**src/rtl/am2940_dma_sequencer.sv**
```systemverilog
// Master-side sequencer for one Am2940 address-generator slice: programs control, address and count,
// paces words with a req/ack handshake, watches DONE and reads the counters back at the end.
// Latency: 3 load cycles + 3 cycles per word (RUN/STEP/CHK) + 2 (readback, complete); outputs registered.
// Backpressure: xfer_req stays high in RUN until xfer_ack; start outside IDLE is ignored.
//
// Ports: clk/rst_n (async active-low); start + cfg_ctrl/cfg_addr/cfg_count request; abort;
//   instr/data_out/data_oe/data_in/done_in to the slice; xfer_req/xfer_ack memory handshake;
//   busy/cmplt/err/aborted status; cur_addr/rem_count/xfer_cnt observed values.
module am2940_dma_sequencer #(
  parameter int W = 8
) (
  input  logic         clk,
  input  logic         rst_n,
  input  logic         start,
  input  logic [2:0]   cfg_ctrl,
  input  logic [W-1:0] cfg_addr,
  input  logic [W-1:0] cfg_count,
  input  logic         abort,
  output logic [2:0]   instr,
  output logic [W-1:0] data_out,
  output logic         data_oe,
  input  logic [W-1:0] data_in,
  input  logic         done_in,
  output logic         xfer_req,
  input  logic         xfer_ack,
  output logic         busy,
  output logic         cmplt,
  output logic         err,
  output logic         aborted,
  output logic [W-1:0] cur_addr,
  output logic [W-1:0] rem_count,
  output logic [W-1:0] xfer_cnt
);

  typedef enum logic [3:0] {
    S_IDLE, S_WR_CR, S_LD_AD, S_LD_WC, S_RUN, S_STEP, S_CHK, S_RB_WC, S_FIN
  } state_t;

  localparam logic [2:0] I_WR_CR = 3'b000;
  localparam logic [2:0] I_RD_WC = 3'b010;
  localparam logic [2:0] I_RD_AC = 3'b011;
  localparam logic [2:0] I_LD_AD = 3'b101;
  localparam logic [2:0] I_LD_WC = 3'b110;
  localparam logic [2:0] I_EN_CT = 3'b111;

  state_t         state_q, state_d;
  logic [2:0]     instr_q, instr_d;
  logic [W-1:0]   data_out_q, data_out_d;
  logic           data_oe_q, data_oe_d;
  logic           xfer_req_q, xfer_req_d;
  logic           cmplt_q, cmplt_d;
  logic           err_q, err_d;
  logic           aborted_q, aborted_d;
  logic [W-1:0]   cur_addr_q, cur_addr_d;
  logic [W-1:0]   rem_count_q, rem_count_d;
  logic [W-1:0]   xfer_cnt_q, xfer_cnt_d;
  logic [2:0]     ctrl_q, ctrl_d;
  logic [W-1:0]   addr_q, addr_d;
  logic [W-1:0]   count_q, count_d;

  // Next-state and bookkeeping, keyed on the current state.
  always_comb begin
    state_d     = state_q;
    err_d       = 1'b0;
    aborted_d   = aborted_q;
    cur_addr_d  = cur_addr_q;
    rem_count_d = rem_count_q;
    xfer_cnt_d  = xfer_cnt_q;
    ctrl_d      = ctrl_q;
    addr_d      = addr_q;
    count_d     = count_q;
    case (state_q)
      S_IDLE: begin
        cur_addr_d = data_in;
        if (start) begin
          // Zero count with the word counter in stop-on-zero mode would never terminate.
          if (cfg_count == '0 && cfg_ctrl[1:0] == 2'b00) begin
            err_d = 1'b1;
          end else begin
            ctrl_d     = cfg_ctrl;
            addr_d     = cfg_addr;
            count_d    = cfg_count;
            xfer_cnt_d = '0;
            aborted_d  = 1'b0;
            state_d    = S_WR_CR;
          end
        end
      end
      S_WR_CR, S_LD_AD, S_LD_WC: begin
        if (abort) begin
          aborted_d = 1'b1;
          state_d   = S_RB_WC;
        end else begin
          state_d = (state_q == S_WR_CR) ? S_LD_AD :
                    (state_q == S_LD_AD) ? S_LD_WC : S_RUN;
        end
      end
      S_RUN: begin
        cur_addr_d = data_in;
        if (abort) begin
          aborted_d = 1'b1;
          state_d   = S_RB_WC;
        end else if (xfer_ack) begin
          state_d = S_STEP;
        end
      end
      S_STEP: begin
        // A step in flight always completes; abort is looked at again in CHK.
        xfer_cnt_d = xfer_cnt_q + 1'b1;
        state_d    = S_CHK;
      end
      S_CHK: begin
        if (abort) begin
          aborted_d = 1'b1;
          state_d   = S_RB_WC;
        end else if (done_in) begin
          state_d = S_RB_WC;
        end else begin
          state_d = S_RUN;
        end
      end
      S_RB_WC: begin
        rem_count_d = data_in;
        state_d     = S_FIN;
      end
      S_FIN:   state_d = S_IDLE;
      default: state_d = S_IDLE;
    endcase
  end

  // Outputs are decoded from the next state so the registered values line up with state_q.
  always_comb begin
    instr_d    = I_RD_AC;
    data_oe_d  = 1'b0;
    data_out_d = data_out_q;
    xfer_req_d = 1'b0;
    cmplt_d    = 1'b0;
    case (state_d)
      S_WR_CR: begin
        instr_d    = I_WR_CR;
        data_oe_d  = 1'b1;
        data_out_d = {{(W-3){1'b0}}, ctrl_d};
      end
      S_LD_AD: begin
        instr_d    = I_LD_AD;
        data_oe_d  = 1'b1;
        data_out_d = addr_d;
      end
      S_LD_WC: begin
        instr_d    = I_LD_WC;
        data_oe_d  = 1'b1;
        data_out_d = count_d;
      end
      S_RUN:   xfer_req_d = 1'b1;
      S_STEP:  instr_d = I_EN_CT;
      S_RB_WC: instr_d = I_RD_WC;
      S_FIN:   cmplt_d = 1'b1;
      default: ;
    endcase
  end

  always_ff @(posedge clk or negedge rst_n) begin
    if (!rst_n) begin
      state_q     <= S_IDLE;
      instr_q     <= I_RD_AC;
      data_out_q  <= '0;
      data_oe_q   <= 1'b0;
      xfer_req_q  <= 1'b0;
      cmplt_q     <= 1'b0;
      err_q       <= 1'b0;
      aborted_q   <= 1'b0;
      cur_addr_q  <= '0;
      rem_count_q <= '0;
      xfer_cnt_q  <= '0;
      ctrl_q      <= '0;
      addr_q      <= '0;
      count_q     <= '0;
    end else begin
      state_q     <= state_d;
      instr_q     <= instr_d;
      data_out_q  <= data_out_d;
      data_oe_q   <= data_oe_d;
      xfer_req_q  <= xfer_req_d;
      cmplt_q     <= cmplt_d;
      err_q       <= err_d;
      aborted_q   <= aborted_d;
      cur_addr_q  <= cur_addr_d;
      rem_count_q <= rem_count_d;
      xfer_cnt_q  <= xfer_cnt_d;
      ctrl_q      <= ctrl_d;
      addr_q      <= addr_d;
      count_q     <= count_d;
    end
  end

  assign instr     = instr_q;
  assign data_out  = data_out_q;
  assign data_oe   = data_oe_q;
  assign xfer_req  = xfer_req_q;
  assign busy      = (state_q != S_IDLE);
  assign cmplt     = cmplt_q;
  assign err       = err_q;
  assign aborted   = aborted_q;
  assign cur_addr  = cur_addr_q;
  assign rem_count = rem_count_q;
  assign xfer_cnt  = xfer_cnt_q;

endmodule

```
**config.mk**
```make
export PLATFORM = sky130hd
export DESIGN_NAME = am2940_dma_sequencer
export DESIGN_NICKNAME = d
export VERILOG_FILES = /design/src/rtl/am2940_dma_sequencer.sv
export SDC_FILE = /design/constraint.sdc
export NUM_CORES = 1
export LEC_CHECK = 0
export CAP_MARGIN = 25
export CORE_MARGIN = 2
export CORE_UTILIZATION = 36
export CTS_CLUSTER_DIAMETER = 80
export DETAILED_ROUTE_END_ITERATION = 10
export GPL_TIMING_DRIVEN = 0
export HOLD_SLACK_MARGIN = 0.06
export SYNTH_ARGS = -nofsm -noshare
export SYNTH_HDL_FRONTEND = slang
export SYNTH_SLANG_ARGS = --single-unit
```
**constraint.sdc**
```tcl
create_clock -name clk -period 2.3 [get_ports clk]
set_input_delay 0.23 -clock clk [delete_from_list [all_inputs] [get_ports clk]]
set_output_delay 0.23 -clock clk [all_outputs]
set_load 0.02 [all_outputs]
```
==> metrics.cfg <==
[timing]
clock_skew_ps = 6.19
tightest_slew_ps = 773
drv_slew = 0
final_hold_viol_count = 0
fin_tns_setup_ps = 0
min_period_over_period_pct = 94.3
grt_setup_unrepaired = no
slew-limit-headroom_pct = 48.5
setup_slack_ps = 132
hold-worst-slack_ps = 257
clock.fmax_mhz = 461
fin_crit_ps = 2170
setup_violations = 0

[worst_setup_path]
worstPathMaxFanout = 10
critPathKind = reg2reg
arrival_ps = 2410
worstSetupEndpointType = flip-flop
crit_top_cell = buf_6
cpMaxStageDelayCell = dfrtp_1
critPathLaunchType = flip-flop
slowest_delay_ps = 360
cp.required_ps = 2540
crit_chain = buf_4 > nor3_2 > and3b_1 > buf_6 > nand2_4 > buf_6 > mux2_4 > mux2_2 > a22o_1

[synthesis]
ys.flop_type = dfrtp_1
synth_area_per_cell_um2 = 11.6
synth_cells = 233
yosysSeqAreaShare_pct = 57.7
syn-num-nets = 267
ys_ff_latch = 62
yosysUniqueCellTypes = 48
synth_edf_count = 0
netlist_area_um2 = 2690
synthArstFlopShare_pct = 100
ys_warn_count = 0

[flow_run]
cap_violations = 0

[layout]
diodes = 0
num-fill-cells = 687
drive_above_1_share_pct = 18.8
area_delta_synth_final_pct = 40.8
nets = 353
final_area_um2 = 3790

[status]
status = completed

[floorplan]
die_h_um = 90.5
num_rows = 31
pin_count = 74
start_util_pct = 37.1
core_area_um2 = 7250
die_w_um = 90.5
die-area_um2 = 8190

[power]
cellPowerDensity_nw_per_um2 = 1460
peakVddDrop_uv = 835
power.total_mw = 5.55
p_leak_nw = 1.68

[placed_design]
portBuffers = 72
gp_congestion = 0.748
placed_area_um2 = 3530
dp_hpwl_um = 4370
dp_slack_ps = -280

[clock_tree]
h-tree-depth = 3
cts_sinks = 62
path_clk_slew_ps = 70
cts.path.max_buffers = 2
cts_root_buffer = clkbuf_8
cts_buffers = 9
clk_latency_ps = 340
tritoncts = yes

[grt]
grt_overflow = 0
grt_pass1_vias = 2137
grt_max_degree = 63
grt_pass1_wl_um = 10400
grtUsageTotal_pct = 16.1
grt_antenna_before_repair = 0

[worst_hold_path]
min-delay-path-class = in2reg

[route]
dr_total_vias = 2025
firstDrtPassIters = 4
drtAntennaViolNets = 0
wire_per_inst_um = 14.9
avgViaCountPerCell = 4.79
drc = 0
first_iter_violations = 85
routed_wl_um = 6300

## stage by stage
stage | utilization [%] | std cells
3_5_place_dp | 48.7 | 404
4_1_cts | 51.9 | 421
2_1_floorplan | - | 233
3_3_place_gp | 48.8 | 404
5_1_grt | 52.3 | 423
6_report | 52.3 | 423
## critical path, delay by kind of cell, from the launching register on
kind | cells | cell delay [ps]
mux | 2 | 590
simple gates | 3 | 450
flops | 1 | 360
buf+inv | 3 | 470
compound gates | 1 | 190
## kinds of logic (layout without fill, tap and decap cells)
family / count (synthesis) / in the layout / share of synthesized area (%)
AO/OA/AOI/OAI: 27 / 27 / 7.90
flip-flops: 62 / 62 / 57.7
buffers and inverters: 16 / 107 / 3.62
adder cells (fa/ha/maj): 2 / 2 / 0.836
XOR/XNOR: 6 / 6 / 1.95
AND/OR/NAND/NOR: 92 / 92 / 15.8
multiplexers: 28 / 28 / 12.2
## Yosys cell counts (3+ instances only)
master	instances	share of area [%]
dfrtp_1	60	56
nand2_1	49	6.8
mux2_2	18	7.5
nor2_1	16	2.2
a22o_1	7	2.3
mux2_1	4	1.7
mux2_4	4	2.2
nor3_1	4	0.74
buf_2	3	0.56
buf_4	3	0.84
buf_6	3	1.3
clkbuf_1	3	0.42
inv_1	3	0.42
nand2b_1	3	0.70
nand4_1	3	0.70
nor4_1	3	0.70
o21ai_0	3	0.56
or3_1	3	0.70
xnor2_1	3	0.98
xor2_1	3	0.98
## layout by cell type (no fill, tap or decap), drive strengths merged, types with 2 or more instances in the layout
master / Yosys / final
o211ai: 2 / 2
nor4: 3 / 3
clkinvlp: 0 / 3
xnor2: 3 / 3
dfstp: 2 / 2
mux2i: 2 / 2
nor2: 16 / 16
dfrtp: 60 / 60
nand3: 2 / 2
clkbuf: 3 / 14
mux2: 26 / 26
o41ai: 2 / 2
clkdlybuf4s50: 0 / 71
nand3b: 2 / 2
or3: 3 / 3
nor3: 5 / 5
nand4: 3 / 3
a211oi: 2 / 2
nand2: 50 / 50
xor2: 3 / 3
o21ai: 5 / 5
a221oi: 2 / 2
buf: 9 / 12
inv: 3 / 3
nand2b: 3 / 3
clkinv: 1 / 2
a21oi: 2 / 2
a22o: 7 / 7
## metal layers
metal | vias up | share of wire (%) | routed length, um | track usage (%)
met5 | - | 0 | 0 | 0
met3 | 10 | 6.7 | 421 | 5.34
met4 | 0 | 2.0 | 124 | 7.44
met2 | 59 | 45 | 2830 | 24.2
met1 | 980 | 46 | 2930 | 21.0
li1 | 976 | - | - | -
## report_power, final
part	switching, mW	internal [mW]	total, mW
clock	0.437	0.557	0.994
combinational	1.37	1.32	2.69
sequential	0.267	1.60	1.87
## sequential cells by signal (all words and copies together), names as in the netlist, 2 cells and up
| register | count |
|---|---|
| ctrl_q | 2 |
| count_q | 8 |
| state_q | 4 |
| cur_addr | 8 |
| addr_q | 8 |
| instr | 3 |
| data_out | 8 |
| xfer_cnt | 8 |
| rem_count | 8 |
## path summary, 6_finish.rpt
| kind | start | end | slack [ps] | cells after the start |
|---|---|---|---|---|
| worst min register to register | addr_q[0] | addr_q[0] | 480 | 2 |
| worst min-delay path | abort | aborted | 260 | 3 |
| worst max register to register | state_q[0] | data_out[6] | 130 | 9 |
| max in group asynchronous | rst_n | rem_count[7] | 1270 | 2 |
| worst max-delay path | state_q[0] | data_out[6] | 130 | 9 |
| min in group asynchronous | rst_n | addr_q[3] | 520 | 2 |
## what timing repair did
action                     4_1_cts  5_1_grt
hold buffers                     1        0
setup endpoints to repair        2       10
hold endpoints to repair        60        0
setup buffers                    0        2
pin swaps                        0        2
gates resized for setup          2        2
## final cells by class
cell class	count	area, um^2	area share [%]
Inverter	4	15.0	0.396
Clock inverter	5	57.6	1.52
Multi-Input combinational cell	155	1060	28.1
Sequential cell	62	1550	41.0
Clock buffer	11	151	3.99
Tap cell	99	124	3.27
Timing Repair Buffer	75	743	19.6
Buffer	12	82.6	2.18
(Power assumes the default switching activity.)
